--- src/rtl/spi_reg_pkg.sv ---
// Shared types and frame layout for the SPI register arbiter.
// Frame: [23]=write, [22:16]=addr, [15:0]=wdata.
package spi_reg_pkg;

  localparam int unsigned ADDR_W   = 7;
  localparam int unsigned DATA_W   = 16;

  localparam int unsigned WR_BIT   = 23;
  localparam int unsigned ADDR_MSB = 22;
  localparam int unsigned ADDR_LSB = 16;
  localparam int unsigned DATA_MSB = 15;

  typedef enum logic [1:0] {
    ST_IDLE    = 2'd0,
    ST_ACCESS  = 2'd1,
    ST_CAPTURE = 2'd2
  } state_e;

  typedef enum logic {
    SRC_HOST = 1'b0,
    SRC_SPI  = 1'b1
  } src_e;

endpackage

--- src/rtl/spi_rr_arb2.sv ---
// Two-input round-robin arbiter (SPI vs host) holding last_grant.
// Ports: spi_req/host_req in, take commits grant_src; grant_valid/grant_src out.
module spi_rr_arb2 import spi_reg_pkg::*; (
  input  logic clk,
  input  logic rst_n,
  input  logic spi_req,
  input  logic host_req,
  input  logic take,
  output logic grant_valid,
  output src_e grant_src
);

  src_e last_grant;

  assign grant_valid = spi_req | host_req;

  // On conflict, favour whichever source was not granted last.
  assign grant_src =
    (spi_req && (!host_req || last_grant == SRC_HOST)) ?
    SRC_SPI : SRC_HOST;

  always_ff @(posedge clk or negedge rst_n) begin
    if (!rst_n) begin
      last_grant <= SRC_HOST;
    end else if (take) begin
      last_grant <= grant_src;
    end
  end

endmodule

--- src/rtl/spi_reg_arbiter.sv ---
// Shares a single-port register bank between decoded SPI frames and a host.
// Ports: spi_frame*/spi_rdata*/flags (SPI side), host_* (host), bank_* (bank).
// Optional SPI write protection above LOCK_BASE: define SPI_ARB_WPROT_EN.
module spi_reg_arbiter #(
  parameter int unsigned       ADDR_W    = 7,
  parameter int unsigned       DATA_W    = 16,
  parameter logic [ADDR_W-1:0] LOCK_BASE = 7'h70
) (
  input  logic              clk,
  input  logic              rst_n,
  input  logic              spi_frame_valid,
  input  logic [23:0]       spi_frame,
  output logic [DATA_W-1:0] spi_rdata,
  output logic              spi_rdata_valid,
  output logic              spi_ovf,
  output logic              spi_wprot_err,
  input  logic              err_clr,
  input  logic              host_req,
  input  logic              host_we,
  input  logic [ADDR_W-1:0] host_addr,
  input  logic [DATA_W-1:0] host_wdata,
  output logic              host_ack,
  output logic [DATA_W-1:0] host_rdata,
  output logic              bank_en,
  output logic              bank_we,
  output logic [ADDR_W-1:0] bank_addr,
  output logic [DATA_W-1:0] bank_wdata,
  input  logic [DATA_W-1:0] bank_rdata
);

  import spi_reg_pkg::*;

`ifdef SPI_ARB_WPROT_EN
  localparam bit WPROT_ON = 1'b1;
`else
  localparam bit WPROT_ON = 1'b0;
`endif

  state_e            state;
  src_e              cur_src;
  src_e              grant_src;
  logic              grant_valid;
  logic              take;
  logic              spi_take;
  logic              host_cand;
  logic              blk_now;
  logic              spi_pend;
  logic              spi_wr;
  logic [ADDR_W-1:0] spi_addr;
  logic [DATA_W-1:0] spi_data;

  // host_req is still high during its ack cycle; don't serve it twice.
  assign host_cand = host_req & ~host_ack;
  assign take      = (state == ST_IDLE) & grant_valid;
  assign spi_take  = take & (grant_src == SRC_SPI);

  assign blk_now = WPROT_ON && (grant_src == SRC_SPI) &&
                   spi_wr && (spi_addr >= LOCK_BASE);

  spi_rr_arb2 u_arb (
    .clk         (clk),
    .rst_n       (rst_n),
    .spi_req     (spi_pend),
    .host_req    (host_cand),
    .take        (take),
    .grant_valid (grant_valid),
    .grant_src   (grant_src)
  );

  // Single-entry SPI frame latch; a frame arriving while the slot
  // drains on a grant refills it instead of overflowing.
  always_ff @(posedge clk or negedge rst_n) begin
    if (!rst_n) begin
      spi_pend <= 1'b0;
      spi_wr   <= 1'b0;
      spi_addr <= '0;
      spi_data <= '0;
      spi_ovf  <= 1'b0;
    end else begin
      if (spi_frame_valid && (!spi_pend || spi_take)) begin
        spi_pend <= 1'b1;
        spi_wr   <= spi_frame[WR_BIT];
        spi_addr <= spi_frame[ADDR_MSB:ADDR_LSB];
        spi_data <= spi_frame[DATA_MSB:0];
      end else if (spi_take) begin
        spi_pend <= 1'b0;
      end
      if (err_clr) begin
        spi_ovf <= 1'b0;
      end else if (spi_frame_valid && spi_pend && !spi_take) begin
        spi_ovf <= 1'b1;
      end
    end
  end

  always_ff @(posedge clk or negedge rst_n) begin
    if (!rst_n) begin
      state           <= ST_IDLE;
      cur_src         <= SRC_HOST;
      bank_en         <= 1'b0;
      bank_we         <= 1'b0;
      bank_addr       <= '0;
      bank_wdata      <= '0;
      spi_rdata       <= '0;
      spi_rdata_valid <= 1'b0;
      host_ack        <= 1'b0;
      host_rdata      <= '0;
    end else begin
      bank_en         <= 1'b0;
      spi_rdata_valid <= 1'b0;
      host_ack        <= 1'b0;
      case (state)
        ST_IDLE: begin
          if (grant_valid) begin
            cur_src <= grant_src;
            if (grant_src == SRC_SPI) begin
              bank_we    <= spi_wr;
              bank_addr  <= spi_addr;
              bank_wdata <= spi_data;
            end else begin
              bank_we    <= host_we;
              bank_addr  <= host_addr;
              bank_wdata <= host_wdata;
            end
            // Blocked writes still take their slot, just no strobe.
            bank_en <= !blk_now;
            state   <= ST_ACCESS;
          end
        end
        ST_ACCESS: begin
          if (bank_we) begin
            host_ack <= (cur_src == SRC_HOST);
            state    <= ST_IDLE;
          end else begin
            state <= ST_CAPTURE;
          end
        end
        ST_CAPTURE: begin
          if (cur_src == SRC_SPI) begin
            spi_rdata       <= bank_rdata;
            spi_rdata_valid <= 1'b1;
          end else begin
            host_rdata <= bank_rdata;
            host_ack   <= 1'b1;
          end
          state <= ST_IDLE;
        end
        default: state <= ST_IDLE;
      endcase
    end
  end

`ifdef SPI_ARB_WPROT_EN
  always_ff @(posedge clk or negedge rst_n) begin
    if (!rst_n) begin
      spi_wprot_err <= 1'b0;
    end else if (err_clr) begin
      spi_wprot_err <= 1'b0;
    end else if (take && blk_now) begin
      spi_wprot_err <= 1'b1;
    end
  end
`else
  assign spi_wprot_err = 1'b0;
`endif

endmodule

--- config.mk ---
export PLATFORM = sky130hd
export DESIGN_NAME = spi_reg_arbiter
export DESIGN_NICKNAME = d
export VERILOG_FILES = /design/src/rtl/spi_reg_pkg.sv /design/src/rtl/spi_rr_arb2.sv /design/src/rtl/spi_reg_arbiter.sv
export SDC_FILE = /design/constraint.sdc
export NUM_CORES = 1
export LEC_CHECK = 0
export BUFFER_PORTS_ARGS = -buffer_cell sky130_fd_sc_hd__buf_2
export CAP_MARGIN = 15
export CORE_MARGIN = 2
export CORE_UTILIZATION = 55
export CTS_BUF_LIST = sky130_fd_sc_hd__clkbuf_8 sky130_fd_sc_hd__clkbuf_16
export DETAILED_ROUTE_END_ITERATION = 8
export PLACE_DENSITY = 0.91
export SLEW_MARGIN = 40
export SYNTH_ARGS = -nofsm -noshare
export SYNTH_HDL_FRONTEND = slang
export SYNTH_SLANG_ARGS = --single-unit
--- constraint.sdc ---
create_clock -name clk -period 2.8 [get_ports clk]
set_input_delay 0.14 -clock clk [delete_from_list [all_inputs] [get_ports clk]]
set_output_delay 0.14 -clock clk [all_outputs]
set_load 0.005 [all_outputs]
### After elaboration in Yosys (flattened, before gate mapping)

Index checks and enable logic that the tools add are counted.

| cells by class | value |
|---|---|
| reductions and logical operators | 15 |
| mux-type cells | 18 |
| equal/unequal tests | 3 |
| bitwise logic cells | 7 |

Operators by type and width:

| cell | number |
|---|---|
| $mux W16 | 1 |
| $mux W1 | 12 |
| $mux W7 | 1 |
| $reduce_and A2 Y1 | 3 |
| $logic_and A1 B1 Y1 | 4 |
| $mux W2 | 2 |
| $pmux W2 S2 | 1 |
| $reduce_bool A2 Y1 | 2 |
| $and A1 B1 Y1 | 3 |
| $logic_not A1 Y1 | 3 |
| $not A1 Y1 | 3 |
| $eq A2 B1 Y1 const B | 1 |
| $eq A2 B2 Y1 const B | 1 |
| $logic_not A2 Y1 | 1 |
| $logic_or A1 B1 Y1 | 2 |
| $ne A2 B2 Y1 const B | 1 |
| $pmux W1 S2 | 1 |
| $or A1 B1 Y1 | 1 |

| word-level totals | value |
|---|---|
| input port bits | 69 |
| output and inout port bits | 61 |
| word-level logic and storage cells | 59 |
| bits in registers | 89 |

### Depth between registers and ports, before layout

Gate-level depths: netlist of the first run.

| logic depth | value |
|---|---|
| word-level depth | 11 |
| gate-level depth with buffers | 7 |
| mapped depth without buffers | 5 |

### Modules after synthesis

A second synthesis of the first run with hierarchy kept.

| second synthesis, totals | value |
|---|---|
| cells, all modules | 261 |
| area total of the unflattened synthesis | 3,618.5 um^2 |

By module, submodules not included:

| module | instances | cells each | sequential area each (um^2) | area an instance (um^2) |
|---|---|---|---|---|
| spi_reg_arbiter | 1 | 257 | 2,202.1 | 3,560.9 |
| spi_rr_arb2 | 1 | 4 | 25.0 | 57.6 |

### Least setup slack after synthesis of the first run

Ideal clock, no wire load.

| path | value |
|---|---|
| path type | flip-flop to flip-flop |
| start point | reg state[0] |
| end point | reg spi_addr[0] |
| buffers on the path | 2 |
| stages on the path, launching flop included | 8 |
| period minus slack after synthesis | 1.670 ns |
| arrival | 1.545 ns |
| path slack | 1.130 ns |
| data required time | 2.675 ns |
| cell sequence | dfrtp_1 -> inv_1 -> ha_1 -> buf_2 -> nand2_1 -> o22ai_4 -> buf_6 -> mux2_4 |

| on the way | value |
|---|---|
| word-level cells in the longest chain between the ends | 5 |

Ends and longest elaborated chain:

| element | line | RTL |
|---|---|---|
| start: declaration | spi_reg_arbiter.sv:39 | `state_e state;` |
| start signal: assignment | spi_reg_arbiter.sv:98 | `state <= ST_IDLE;` |
| start signal: assignment | spi_reg_arbiter.sv:127 | `state <= ST_ACCESS;` |
| start signal: assignment | spi_reg_arbiter.sv:133 | `state <= ST_IDLE;` |
| $logic_not A2 Y1 | spi_reg_arbiter.sv:54 | `assign take = (state == ST_IDLE) & grant_valid;` |
| $and A1 B1 Y1 | spi_reg_arbiter.sv:54 |  |
| $and A1 B1 Y1 | spi_reg_arbiter.sv:55 | `assign spi_take = take & (grant_src == SRC_SPI);` |
| $logic_or A1 B1 Y1 | spi_reg_arbiter.sv:80 | `if (spi_frame_valid && (!spi_pend \|\| spi_take)) begin` |
| $logic_and A1 B1 Y1 | spi_reg_arbiter.sv:80 |  |
| end signal: assignment | spi_reg_arbiter.sv:83 | `spi_addr <= spi_frame[ADDR_MSB:ADDR_LSB];` |
| end: declaration | spi_reg_arbiter.sv:49 | `logic [ADDR_W-1:0] spi_addr;` |

Every way passes these cells.
A chain may end at the register's enable or synchronous reset.

### Worst setup path after layout of the first run

| path | value |
|---|---|
| start point | reg state[1] |
| end point | reg spi_data[3] |

| on the way | value |
|---|---|
| word-level cells in the longest chain between the ends | 5 |

Ends and longest elaborated chain:

| element | line | RTL |
|---|---|---|
| $logic_not A2 Y1 | spi_reg_arbiter.sv:54 |  |
| $and A1 B1 Y1 | spi_reg_arbiter.sv:54 |  |
| $and A1 B1 Y1 | spi_reg_arbiter.sv:55 |  |
| $logic_or A1 B1 Y1 | spi_reg_arbiter.sv:80 |  |
| $logic_and A1 B1 Y1 | spi_reg_arbiter.sv:80 |  |
| end signal: assignment | spi_reg_arbiter.sv:84 | `spi_data <= spi_frame[DATA_MSB:0];` |
| end: declaration | spi_reg_arbiter.sv:50 | `logic [DATA_W-1:0] spi_data;` |

Every way passes these cells.

==> results_dict.tcl, run 1 <==
set metrics [dict create \
    first_global_vias 2882 \
    vdd_drop_max_v 0.000571 \
    powerDensity_mw_per_mm2 1140 \
    setup_viol 0 \
    clockBufferDepth 2 \
    synth_edf_count 0 \
    cts-buffers-inserted 9 \
    path_max_fanout 24 \
    via_per_inst 5.41 \
    worst_path_dominant_cell_family "buffers and inverters" \
    place.gp.congestion 0.794 \
    synth_seq_cells 88 \
    cp-end-kind "flip-flop" \
    path_cells "inv_1 > ha_1 > nand2_1 > o22ai_4 > buf_4 > mux2_2" \
    worst-setup-path-type "flip-flop to flip-flop" \
    hold_viol 0 \
    clock_skew_ns 0.00823 \
    clk_pin_slew_worst_paths_ns 0.09 \
    startpoint_type "flip-flop" \
    clock-sinks 88 \
    synthTopCellsByArea "dfrtp_1 54%, mux2_2 10%, mux2_4 7.4%" \
    cp_num_buf_inv 2 \
    post-dp-hpwl_um 6370 \
    die_w_um 89.9 \
    clock_latency_ns 0.36 \
    crit_arrival_ns 2.25 \
    rsz0062_at_grt "no" \
    synth-main-ff-cell "dfrtp_1" \
    cp_slowest_cell "dfrtp_1" \
    wl_per_cell_um 16.3 \
    worstHoldStart "spi_frame[23]" \
    ant_nets 0 \
    avgSynthCellArea_um2 12.6 \
    power_frac_seq 0.409 \
    power_frac_clock 0.142 \
    area_delta_synth_final_pct 23.0 \
    reg2reg_from "state[1]" \
    post_cts_buffers 0 \
    hold_buffers 4 \
    setup_tns_ns 0 \
    swShare 0.360 \
    cts_root_buf "clkbuf_8" \
    hp-class "primary input to flip-flop" \
    vias 2988 \
    ys.warnings.count 0 \
    tritoncts "built" \
    antenna_found_initial 0 \
    yosys.area.top_type "dfrtp_1" \
    async_reset_ff_frac 1.00 \
    grt_pass1_wl_um 14400 \
    status "finished, final reports clean" \
    grtUsageTotal 0.222 \
    drc 0 \
    fmax_mhz 500 \
    p_leak_nw 2.50 \
    synth_top_area_frac 0.543 \
    wl_um 9030 \
    fin_crit_sh 0.714 \
    io_pins 130 \
    dp.cells 530 \
    io_buffer_count 128 \
    die-area_mm2 0.00808 \
    pwr-share-comb 0.449 \
    finalNetCount 521 \
    cp.required_ns 3.05 \
    instances_no_fill 552 \
    drt_iter0_markers 176 \
    insertedDiodeCount 0 \
    drt_pre_antenna_iters 4 \
    overflow 0 \
    grt_max_degree 67 \
    cap_violations 0 \
    synth_area_mm2 0.00406 \
    post-synth-top-count-cell "dfrtp_1" \
    period_needed_ns 2.00 \
    cts_repair_resize_count 0 \
    core_mm2 0.00721 \
    drive_above_1_share 0.472 \
    fill_cells 553 \
    cp-startpoint "state[1]" \
    total_power_mw 5.70 \
    tightest_slew_ns 0.732 \
    p_int_mw 3.65 \
    h-tree-depth 3 \
    final_max_slew_viol_count 0 \
    rows 31 \
    die-height_um 89.9 \
    yosys-top-cells-count "88 x dfrtp_1, 36 x mux2_2, 31 x inv_1" \
    synth_nets 396 \
    syn_inst 323 \
    slew_headroom 0.510 \
    cp_slowest_stage_delay_ns 0.39 \
    p_switching_mw 2.05 \
    ys_types 28 \
    initial_core_util 0.562 \
    yosysSeqAreaShare 0.543 \
]
-- final cells by class --
cell class	count	area [µm²]	share of cell area
sequential	88	2200	0.442
multi-input combinational	176	1600	0.321
timing repair buffer	142	764	0.153
clock buffer	10	138	0.0276
tap	99	124	0.0248
inverter	31	116	0.0233
clock inverter	6	42.5	0.00853
-- cells in the final DEF (no fill, tap or decap) --
cell type      instances
ha_1                   4
dfrtp_2                1
inv_1                 31
nand3b_1               1
nor2b_2                1
a21boi_0              24
o21ai_0                1
nor2b_1                1
a32o_1                 1
clkinv_2               2
buf_2                127
clkinv_4               1
nand2_1               27
and3b_1                1
o211ai_1               1
o22ai_4                1
a21oi_1                2
o21ai_4                1
mux2_2                36
inv_6                  1
buf_6                  1
mux2_4                20
clkbuf_8              10
dlygate4sd3_1          5
or3_1                  1
buf_4                  9
dfrtp_1               87
conb_1                 1
clkinvlp_4             2
a2bb2oi_1             24
a31o_2                 1
nor4_1                 1
mux2_1                 1
o221ai_1              24
nor3b_1                1
-- flip-flops by register name, summed over array words and instances, names as in the netlist, 2 cells and up --
signal and count:
bank_wdata 16, host_rdata 16, spi_rdata 16, spi_data 16, state 2, spi_addr 7
bank_addr 7
-- power groups by stage --
stage / Sequential, mW / Combinational, mW / Clock (mW)
after CTS: 2.33 / 2.57 / 0.820
after global placement: 2.31 / 2.46 / 0
after floorplan: 2.27 / 1.76 / 0
final: 2.33 / 2.56 / 0.810
after global routing: 2.41 / 2.78 / 0.885
after detailed placement: 2.35 / 2.55 / 0
-- worst paths after layout --
path                       slack [ns]  cells past startpoint        endpoint
setup / recovery                 0.80                      6     spi_data[3]
hold / removal                  0.007                      2          spi_wr
setup reg to reg                 0.80                      6     spi_data[3]
hold reg to reg                  0.50                      1   host_rdata[8]
max in group asynchronous        1.83                      3    spi_data[15]
min in group asynchronous        0.33                      2  host_rdata[11]
-- worst reg2reg max path, cell delays in order, from the launching register on --
cell	delay, ns
dfrtp_1	0.39
inv_1	0.13
ha_1	0.35
nand2_1	0.14
o22ai_4	0.10
buf_4	0.38
mux2_2	0.39
-- cells by family (layout without fill, tap and decap cells) --
kind of cell | after synthesis | count (layout) | synth area share
other | 1 | 1 | 0.000924
flip-flops | 88 | 88 | 0.543
AO/OA/AOI/OAI | 80 | 80 | 0.165
AND/OR/NAND/NOR | 34 | 34 | 0.0370
multiplexers | 57 | 57 | 0.177
buffers and inverters | 59 | 189 | 0.0648
adder cells (fa/ha/maj) | 4 | 4 | 0.0123
-- per-layer routing --
layer / GRT usage / up-vias / part of all wire
met1: 0.320 / 1447 / 0.47
met2: 0.336 / 131 / 0.45
li1: - / 1398 / -
met5: 0 / - / 0
met3: 0.0444 / 12 / 0.063
met4: 0.0846 / 0 / 0.018
-- per-stage QoR --
stage / setup WS (ns) / cell area (µm²) / hold slack [ns] / utilization
2_1_floorplan: 1.13 / 4060 / -0.156 / -
3_3_place_gp: 0.961 / 4740 / 0.274 / 0.657
3_5_place_dp: 0.825 / 4750 / 0.283 / 0.658
4_1_cts: 0.794 / 4970 / 0.0000210 / 0.689
5_1_grt: 0.669 / 4990 / 0.00258 / 0.692
6_report: 0.800 / 4990 / 0.00698 / 0.692
Power figures use the tool's default switching activity.
==> run 2: changes to the inputs <==
CORE_UTILIZATION = 46   (was 55)
PLACE_DENSITY = 0.82   (was 0.91)
clock period = 1.7 ns   (was 2.8 ns; I/O delays follow)
==> run 2 against run 1 <==
First-iteration DRC count down 28%. Non-clock buffer count increased by 50. Sequential power grew 64%. Global-route usage fell by 0.71 points. Sequential cell count unchanged. Routed wire length is 15% higher. Sequential share of layout area fell by 4.9 points. Largest power group unchanged.
==> results_dict.tcl, run 2 (synthesis gave the netlist of run 1 again) <==
set metrics [dict create \
    cap_violations 0 \
    initial_core_util 0.470 \
    fmax_mhz 601 \
    drc 0 \
    fin_crit_sh 0.979 \
    clockBufferDepth 2 \
    post-dp-hpwl_um 6840 \
    io_buffer_count 128 \
    powerDensity_mw_per_mm2 1800 \
    wl_um 10400 \
    h-tree-depth 3 \
    grt_max_degree 38 \
    rows 34 \
    ant_nets 0 \
    cts_root_buf "clkbuf_8" \
    mostFrequentLayoutCells "127 x buf_2, 87 x dfrtp_1, 42 x dlygate4sd3_1" \
    die-area_mm2 0.00959 \
    crit_arrival_ns 1.90 \
    vias 3229 \
    drt_iter0_markers 126 \
    p_leak_nw 2.78 \
    tritoncts "built" \
    hold_viol 0 \
    cp_slowest_stage_delay_ns 0.41 \
    die-height_um 97.9 \
    worst-setup-path-type "flip-flop to flip-flop" \
    finalNetCount 571 \
    finalWorstSetupSlack_ns 0.0360 \
    insertedDiodeCount 0 \
    final_core_util 0.650 \
    fin_hold_ws_ns 0.0721 \
    antenna_found_initial 0 \
    cp-end-kind "flip-flop" \
    hp-class "primary input to flip-flop" \
    startpoint_type "flip-flop" \
    drt_pre_antenna_iters 4 \
    cp_slowest_cell "dfrtp_1" \
    layout_commonest_cell "buf_2" \
    drive_above_1_share 0.457 \
    cp.required_ns 1.94 \
    clock-sinks 88 \
    final_max_slew_viol_count 0 \
    cts-buffers-inserted 9 \
    setup_viol 0 \
    io_pins 130 \
    place.gp.congestion 0.838 \
    grt_pass1_wl_um 16400 \
    area_delta_synth_final_pct 38.5 \
    clock_skew_ns 0.0128 \
    via_per_inst 5.28 \
    overflow 0 \
    status "finished, final reports clean" \
    core_mm2 0.00864 \
    vdd_drop_max_v 0.000598 \
    first_global_vias 3168 \
    dp_slack_ns -0.0163 \
    die_w_um 97.9 \
    grtUsageTotal 0.215 \
    clock_latency_ns 0.35 \
    fill_cells 659 \
    wl_per_cell_um 17.0 \
    clk_pin_slew_worst_paths_ns 0.08 \
    period_needed_ns 1.66 \
    path_max_fanout 6 \
    path_cells "inv_2 > ha_4 > nand2_4 > o22ai_4 > clkbuf_16 > mux2_4" \
]
[run 2: final timing paths]
kind	start	end	slack, ns	cells after the start
max reg2reg	state[0]	spi_wr	0.04	6
min reg2reg	spi_rdata[13]	spi_rdata[13]	0.51	1
min in group asynchronous	rst_n	host_rdata[8]	0.24	2
max in group asynchronous	rst_n	spi_pend	0.83	3
max	state[0]	spi_wr	0.04	6
min	spi_frame_valid	spi_pend	0.07	3
[run 2: power breakdown]
group	switching (mW)	total, mW	internal, mW
combinational	2.18	4.91	2.73
clock	0.725	1.38	0.652
sequential	0.652	3.82	3.17
total	3.56	10.1	6.55
[run 2: routing by layer]
layer,up-vias,GRT usage,part of all wire
met5,-,0,0
met4,0,0.0598,0.016
met3,16,0.0508,0.075
met2,131,0.354,0.48
met1,1568,0.287,0.43
li1,1514,-,-
[run 2: worst max-delay path: cells and delay by family (launching register included)]
family,cells,cell delay [ns]
AOI/OAI and AO/OA,1,0.28
buffers and inverters,2,0.35
muxes,1,0.30
and+or+nand+nor,1,0.05
DFF,1,0.41
adders and majority gates,1,0.17
[run 2: area by class of cell]
class                           count  area (µm²)  area share
Timing Repair Buffer              192        1360       0.241
Inverter                           31         116      0.0207
Clock inverter                      4        27.5     0.00490
Multi-Input combinational cell    176        1610       0.287
Clock buffer                       12         165      0.0294
Tap cell                          108         135      0.0241
Sequential cell                    88        2200       0.392
[run 2: stage by stage]
step	power (mW)	instance area, µm²	setup TNS [ns]	instances
floorplan	6.64	4060	0	323
global placement	8.12	4880	0	545
detailed placement	8.36	4880	-0.0209	545
CTS	9.83	5500	0	603
global route	10.8	5620	-0.162	611
finish	10.1	5620	0	611
[run 2: timing repair]
action                                 4_1_cts  5_1_grt
endpoints found under the hold margin       92        0
hold buffers                                42        0
gates cloned                                 0        3
setup endpoints to repair                    7       38
buffers inserted                             0        5
pin swaps                                    0        3
resized for setup                            2        4
